[config.mk]
export PLATFORM = sky130hd
export DESIGN_NAME = sram_arbiter
export DESIGN_NICKNAME = d
export VERILOG_FILES = /design/src/rtl/sram_arb_pkg.sv /design/src/rtl/sram_access_timer.sv /design/src/rtl/sram_arbiter.sv
export SDC_FILE = /design/constraint.sdc
export NUM_CORES = 1
export LEC_CHECK = 0
export ABC_AREA = 1
export CAP_MARGIN = 15
export CORE_MARGIN = 4
export CORE_UTILIZATION = 43
export CTS_CLUSTER_DIAMETER = 100
export DETAILED_ROUTE_END_ITERATION = 12
export PLACE_DENSITY = 0.83
export RECOVER_POWER = 50
export SLEW_MARGIN = 25
export SYNTH_ARGS = -nofsm -noshare
export SYNTH_HDL_FRONTEND = slang
export SYNTH_SLANG_ARGS = --single-unit
[constraint.sdc]
create_clock -name i_clk -period 4.33 [get_ports i_clk]
set_clock_uncertainty 0.15 [all_clocks]
set_input_delay 0.866 -clock i_clk [delete_from_list [all_inputs] [get_ports i_clk]]
set_output_delay 0.866 -clock i_clk [all_outputs]
set_load 0.1 [all_outputs]
[src/rtl/sram_arb_pkg.sv]
// Shared types and widths for the SRAM arbiter.
//   arb_state_t : arbiter FSM states
//   req_id_t    : requester identity (core or debug)
//   ADDR_W/DATA_W : SRAM word address and data widths
//   CNT_W       : access timer width, wide enough for ACCESS_CYCLES up to 15
package sram_arb_pkg;

    localparam int ADDR_W = 16;
    localparam int DATA_W = 16;
    localparam int CNT_W  = 4;

    typedef enum logic [1:0] {
        ST_IDLE   = 2'd0,
        ST_ACCESS = 2'd1,
        ST_ACK    = 2'd2
    } arb_state_t;

    typedef enum logic {
        REQ_CORE = 1'b0,
        REQ_DBG  = 1'b1
    } req_id_t;

endpackage

[src/rtl/sram_access_timer.sv]
// Loadable down-counter that times how long the SRAM enable is held.
//   i_clk, i_reset : clock and synchronous active-high reset
//   i_load         : load i_loadVal (takes priority over decrement)
//   i_loadVal      : value to load
//   i_dec          : decrement by one, saturating at zero
//   o_zero         : count is zero
import sram_arb_pkg::*;

module sram_access_timer (
    input  logic             i_clk,
    input  logic             i_reset,
    input  logic             i_load,
    input  logic [CNT_W-1:0] i_loadVal,
    input  logic             i_dec,
    output logic             o_zero
);

    logic [CNT_W-1:0] r_count;

    always_ff @(posedge i_clk) begin
        if (i_reset) begin
            r_count <= '0;
        end else if (i_load) begin
            r_count <= i_loadVal;
        end else if (i_dec && (r_count != '0)) begin
            r_count <= r_count - 1'b1;
        end
    end

    assign o_zero = (r_count == '0);

endmodule

[src/rtl/sram_arbiter.sv]
// Arbitrates a single-port SRAM between the processor core and the debug
// (JTAG) port. One access at a time; ties are resolved round-robin, and
// i_dbgLock keeps the core off the bus while debug owns it.
//
// Ports:
//   i_clk, i_reset                    clock, synchronous active-high reset
//   i_coreReq/Wr/Addr/Data, o_coreAck core requester
//   i_dbgReq/Wr/Addr/Data,  o_dbgAck  debug requester
//   i_dbgLock                         blocks new core grants
//   o_rdData                          read data, shared, held until next read
//   o_sramAddr/Data/Drive/Wr/En       SRAM bus, i_sramData read return
//
// state     | meaning
// ----------+----------------------------------------------------------
// ST_IDLE   | waiting for an eligible request; latches the winner
// ST_ACCESS | SRAM enabled for ACCESS_CYCLES cycles; read captured last
// ST_ACK    | one-cycle ack to the winner, last-served pointer updated
import sram_arb_pkg::*;

module sram_arbiter #(
    parameter int ACCESS_CYCLES = 1
) (
    input  logic              i_clk,
    input  logic              i_reset,
    input  logic              i_coreReq,
    input  logic              i_coreWr,
    input  logic [ADDR_W-1:0] i_coreAddr,
    input  logic [DATA_W-1:0] i_coreData,
    output logic              o_coreAck,
    input  logic              i_dbgReq,
    input  logic              i_dbgWr,
    input  logic [ADDR_W-1:0] i_dbgAddr,
    input  logic [DATA_W-1:0] i_dbgData,
    output logic              o_dbgAck,
    input  logic              i_dbgLock,
    output logic [DATA_W-1:0] o_rdData,
    output logic [ADDR_W-1:0] o_sramAddr,
    output logic [DATA_W-1:0] o_sramData,
    output logic              o_sramDrive,
    input  logic [DATA_W-1:0] i_sramData,
    output logic              o_sramWr,
    output logic              o_sramEn
);

    localparam logic [CNT_W-1:0] LOAD_VAL = CNT_W'(ACCESS_CYCLES - 1);

    arb_state_t        r_state;
    arb_state_t        w_nextState;
    req_id_t           r_winner;
    req_id_t           r_lastServed;
    logic              r_wr;
    logic [ADDR_W-1:0] r_addr;
    logic [DATA_W-1:0] r_data;
    logic [DATA_W-1:0] r_rdData;

    logic w_coreElig;
    logic w_dbgElig;
    logic w_grantDbg;
    logic w_load;
    logic w_dec;
    logic w_zero;
    logic w_capture;

    sram_access_timer u_timer (
        .i_clk     (i_clk),
        .i_reset   (i_reset),
        .i_load    (w_load),
        .i_loadVal (LOAD_VAL),
        .i_dec     (w_dec),
        .o_zero    (w_zero)
    );

    always_comb begin
        w_coreElig = i_coreReq && !i_dbgLock;
        w_dbgElig  = i_dbgReq;
        // On a tie the requester not served last wins; otherwise whoever asks.
        if (w_coreElig && w_dbgElig) begin
            w_grantDbg = (r_lastServed == REQ_CORE);
        end else begin
            w_grantDbg = w_dbgElig;
        end
    end

    always_comb begin
        w_nextState = r_state;
        w_load      = 1'b0;
        w_dec       = 1'b0;
        w_capture   = 1'b0;
        o_sramEn    = 1'b0;
        o_sramWr    = 1'b0;
        o_sramDrive = 1'b0;
        o_coreAck   = 1'b0;
        o_dbgAck    = 1'b0;
        case (r_state)
            ST_IDLE: begin
                if (w_coreElig || w_dbgElig) begin
                    w_load      = 1'b1;
                    w_nextState = ST_ACCESS;
                end
            end
            ST_ACCESS: begin
                o_sramEn    = 1'b1;
                o_sramWr    = r_wr;
                o_sramDrive = r_wr;
                if (w_zero) begin
                    w_capture   = !r_wr;
                    w_nextState = ST_ACK;
                end else begin
                    w_dec = 1'b1;
                end
            end
            ST_ACK: begin
                o_coreAck   = (r_winner == REQ_CORE);
                o_dbgAck    = (r_winner == REQ_DBG);
                w_nextState = ST_IDLE;
            end
            default: begin
                w_nextState = ST_IDLE;
            end
        endcase
    end

    always_ff @(posedge i_clk) begin
        if (i_reset) begin
            r_state      <= ST_IDLE;
            r_winner     <= REQ_CORE;
            r_lastServed <= REQ_DBG;
            r_wr         <= 1'b0;
            r_addr       <= '0;
            r_data       <= '0;
            r_rdData     <= '0;
        end else begin
            r_state <= w_nextState;
            if (w_load) begin
                r_winner <= w_grantDbg ? REQ_DBG   : REQ_CORE;
                r_wr     <= w_grantDbg ? i_dbgWr   : i_coreWr;
                r_addr   <= w_grantDbg ? i_dbgAddr : i_coreAddr;
                r_data   <= w_grantDbg ? i_dbgData : i_coreData;
            end
            if (w_capture) begin
                r_rdData <= i_sramData;
            end
            if (r_state == ST_ACK) begin
                r_lastServed <= r_winner;
            end
        end
    end

    // The latched fields double as the SRAM bus so they hold between accesses.
    assign o_sramAddr = r_addr;
    assign o_sramData = r_data;
    assign o_rdData   = r_rdData;

endmodule

==> results.txt <==
For the number of levels the H-tree was split into, the log shows 3. The total length of routed wires came out at 7580 um. Synthesis inferred 57 register bits. For the overflow left after global routing, the log shows 0. The total of cells resized after clock tree synthesis was 0. Across the VDD grid, the largest voltage drop is 0.238 mV. Counting flops with a built-in enable in the synthesized netlist gives 0. The proportion of synthesized flip-flops having asynchronous set or reset is 0%, and the critical path data arrival time is 2.28 ns. The master cell of the clock root buffer was sky130_fd_sc_hd__clkbuf_8. The placeable core region came out at 6310 um^2. The share of post-route cells with drive strength above 1 is 4.33%, and the detailed placer's ending HPWL is 5760 um.

Using the TritonRoute via totals, the vias-per-cell ratio works out to 4.49. The share of synthesized area in the top cell type comes to 41.0%. The number of setup buffers added after CTS was 0. By startpoint and endpoint, the worst setup path is classified as reg -> out. The power density over the cells was 394 nW/um^2. Biggest fanout along the worst timing path: 4. The run finished with clean final reports. The final critical path takes up 76.2% of the cycle. Summing every instance area after synthesis gives 2780 um^2. The smallest clock period supported by the final layout is computed as 3.30 ns. DRC violation count after routing: 0. The kind of end point of the critical path was an output pin. The run gives 2 as the maximum buffer depth of the clock tree.

The run gives 9 as the TritonCTS buffer count. The number of nets handed over by synthesis was 531. The logs give 0.32 ns for the clock latency on the worst-skew pair and 0 for the max-slew violation count. Setup violations remaining at the end of the flow were counted as 0.

The share of the Yosys chip area taken by registers is 41.0%. The tools report the final core utilization as 68.7%. Detailed routing inserted a total of 2940 vias. The fill cell instance count of the final layout came out at 544.

In the final routed layout, each cell accounts on average for 11.6 um. The number of warnings issued by yosys is 0. After synthesis, the mean cell area works out to 6.28 um^2. At the worst endpoint, the required time is 3.31 ns.

In this run the critical register-to-register path is captured at r_wr. The commonest cells after synthesis are sky130_fd_sc_hd__nand2_1 (167), sky130_fd_sc_hd__inv_1 (87), sky130_fd_sc_hd__dfxtp_1 (57), sky130_fd_sc_hd__nor2_1 (37), sky130_fd_sc_hd__nand3_1 (34). For the total of max-cap violations, the log shows 0.

In this run the tool buffered the top-level ports with 139 buffer cells. The worst hold path begins at o_sramAddr[14]. The worst reg2reg path depth is 7.

Startpoint class of the critical path: a flop. The via count of the first global-routing pass is 2745, and the number of diodes is 0. The reg2reg setup slack came out at 2.32 ns.

The main flop type after synthesis was sky130_fd_sc_hd__dfxtp_1. Setup repair after global routing left no endpoint under its margin. The floorplan has 29 rows.

In this run, post-CTS hold repair placed 0 buffers. Initial antenna violation count: 0. Routability-driven placement finished with a final weighted congestion of 0.839. The tightest slew margin relative to the limit came out at 32.8%. In the final design database the tool counted 664 nets. The largest net degree at the start of global routing is 35, and the synthesized instance count is 443. The logs give 22 for the number of distinct library cells after synthesis and 0.00220 uW for the leakage power summed over all cells. From synthesis to final layout, the design area changed by 55.9%.

The floorplan step defined a die boundary enclosing 7820 um^2. Of all cell types, the one taking the most synthesized area is sky130_fd_sc_hd__dfxtp_1. TritonCTS built the clock tree. Derived from the worst setup path, the maximum achievable clock frequency is 0.303 GHz. The measured slew at the worst slew-check pin came out at 1.00 ns. Along the worst hold path, the cell count comes to 2. In this run the remaining antenna-violating nets after routing total 0. The most instantiated library cell after synthesis was sky130_fd_sc_hd__nand2_1.

The final number of hold-violating endpoints came out at 0. Worst min-delay path category: reg -> reg. The tools report the global-route usage over all layers as 19.3%. The tools report the area used by multi-input combinational logic as 1180 um^2.

140 I/O pins were placed. By area the synthesized netlist is led by sky130_fd_sc_hd__dfxtp_1 (41%), sky130_fd_sc_hd__nand2_1 (23%), sky130_fd_sc_hd__inv_1 (12%). The global-route wire length before repair is 11900 um. Clock-pin slew was measured on the worst setup and hold paths at 0.06 ns.

The initial DRC count was 81. Registers take 1140 um^2. The first-pass iteration count of the detailed router is 5, and the width of the die is 88.4 um.

For hold timing, the worst endpoint is o_sramAddr[14]. The number of sinks driven by the clock tree is 57. The final setup TNS is 0 ns, and the vertical extent of the die is 88.4 um.

The initial core utilization came out at 44.1%. The worst reg2reg path startpoint is r_lastServed.
-- registers in the layout, summed over array words and instances, names as in the netlist --
signal and flops:
o_rdData 16, o_sramAddr 16, o_sramData 16, r_lastServed 1, r_state 2, r_winner 1
r_wr 1, u_timer.r_count 4
-- per-stage QoR --
stage          total power (uW)  hold slack [ns]  setup WS, ns  cells  cell area (um^2)
2_1_floorplan              1100            0.287         0.771    443              2780
3_3_place_gp               1290            0.286          1.43    642              4170
4_1_cts                    1730            0.301          1.03    655              4340
5_1_grt                    1780            0.309         0.953    655              4340
3_5_place_dp               1300            0.288          1.39    642              4170
6_report                   1710            0.299          1.03    655              4340
-- logic make-up (layout without fill, tap and decap cells) --
kind of cell	count (synthesis)	in the layout	synth area share (%)
buffers and inverters	113	248	16.4
AOI/OAI and AO/OA	8	8	1.44
adders and majority gates	1	1	0.450
xor gates and xnor gates	1	1	0.315
DFF	57	57	41.0
and+or+nand+nor	263	263	40.4
-- power by group --
| part | total (uW) | internal, uW | leakage, uW | switching (uW) |
|---|---|---|---|---|
| Clock | 425 | 245 | 0.0000875 | 180 |
| Combinational | 680 | 191 | 0.00164 | 489 |
| Sequential | 604 | 577 | 0.000469 | 27.6 |
| Total | 1710 | 1010 | 0.00220 | 697 |
-- layout by cell type, fill, tap and decap left out --
cell and n:
sky130_fd_sc_hd__dfxtp_1 57, sky130_fd_sc_hd__clkbuf_8 12, sky130_fd_sc_hd__buf_4 3, sky130_fd_sc_hd__dlygate4sd3_1 1, sky130_fd_sc_hd__nand2_1 169, sky130_fd_sc_hd__clkdlybuf4s50_1 136, sky130_fd_sc_hd__nand2_2 1, sky130_fd_sc_hd__inv_2 4
sky130_fd_sc_hd__clkbuf_1 1, sky130_fd_sc_hd__o21ai_0 2, sky130_fd_sc_hd__nor2_4 2, sky130_fd_sc_hd__nor2_1 37, sky130_fd_sc_hd__nand4_1 16, sky130_fd_sc_hd__nor3_4 1, sky130_fd_sc_hd__inv_1 90, sky130_fd_sc_hd__ha_1 1
sky130_fd_sc_hd__nand3_1 34, sky130_fd_sc_hd__xor2_1 1, sky130_fd_sc_hd__clkinv_1 1, sky130_fd_sc_hd__nand3_4 1, sky130_fd_sc_hd__a21oi_1 6, sky130_fd_sc_hd__or2_2 1, sky130_fd_sc_hd__nor3_1 1
-- area by class of cell --
type | count | area share, %
clock buffers | 13 | 3.90
well taps | 77 | 2.22
repair buffers | 140 | 32.2
inverters | 95 | 8.23
flip-flops and latches | 57 | 26.3
multi-input cells | 273 | 27.2
-- metal layers --
metal  global-route usage [%]  vias up  share of wire (%)
li1                         -     1563                  -
met1                     20.9     1258                 40
met2                     34.3      108                 48
met3                     6.24       11                 10
met4                     8.79        0                1.6
met5                        0        -                  0
-- worst max-delay path: stages, from the launching register on --
cell                              delay, ns
sky130_fd_sc_hd__dfxtp_1               0.33
sky130_fd_sc_hd__inv_1                 0.06
sky130_fd_sc_hd__or2_2                 0.30
sky130_fd_sc_hd__nor2_1                0.12
sky130_fd_sc_hd__clkdlybuf4s50_1       1.15
-- worst max-delay path by stage --
stage                          start            end  slack [ns]  depth (start not counted)
after floorplan                 r_wr       o_sramWr        0.77                          4
final                     r_state[1]       o_dbgAck        1.03                          4
after detailed placement  r_state[1]       o_dbgAck        1.39                          4
after CTS                 r_state[1]       o_dbgAck        1.03                          4
after global placement    r_state[1]       o_dbgAck        1.43                          4
after global routing         i_reset  o_sramAddr[2]        0.95                          6
Note: power is estimated with default switching activity, not from simulation.
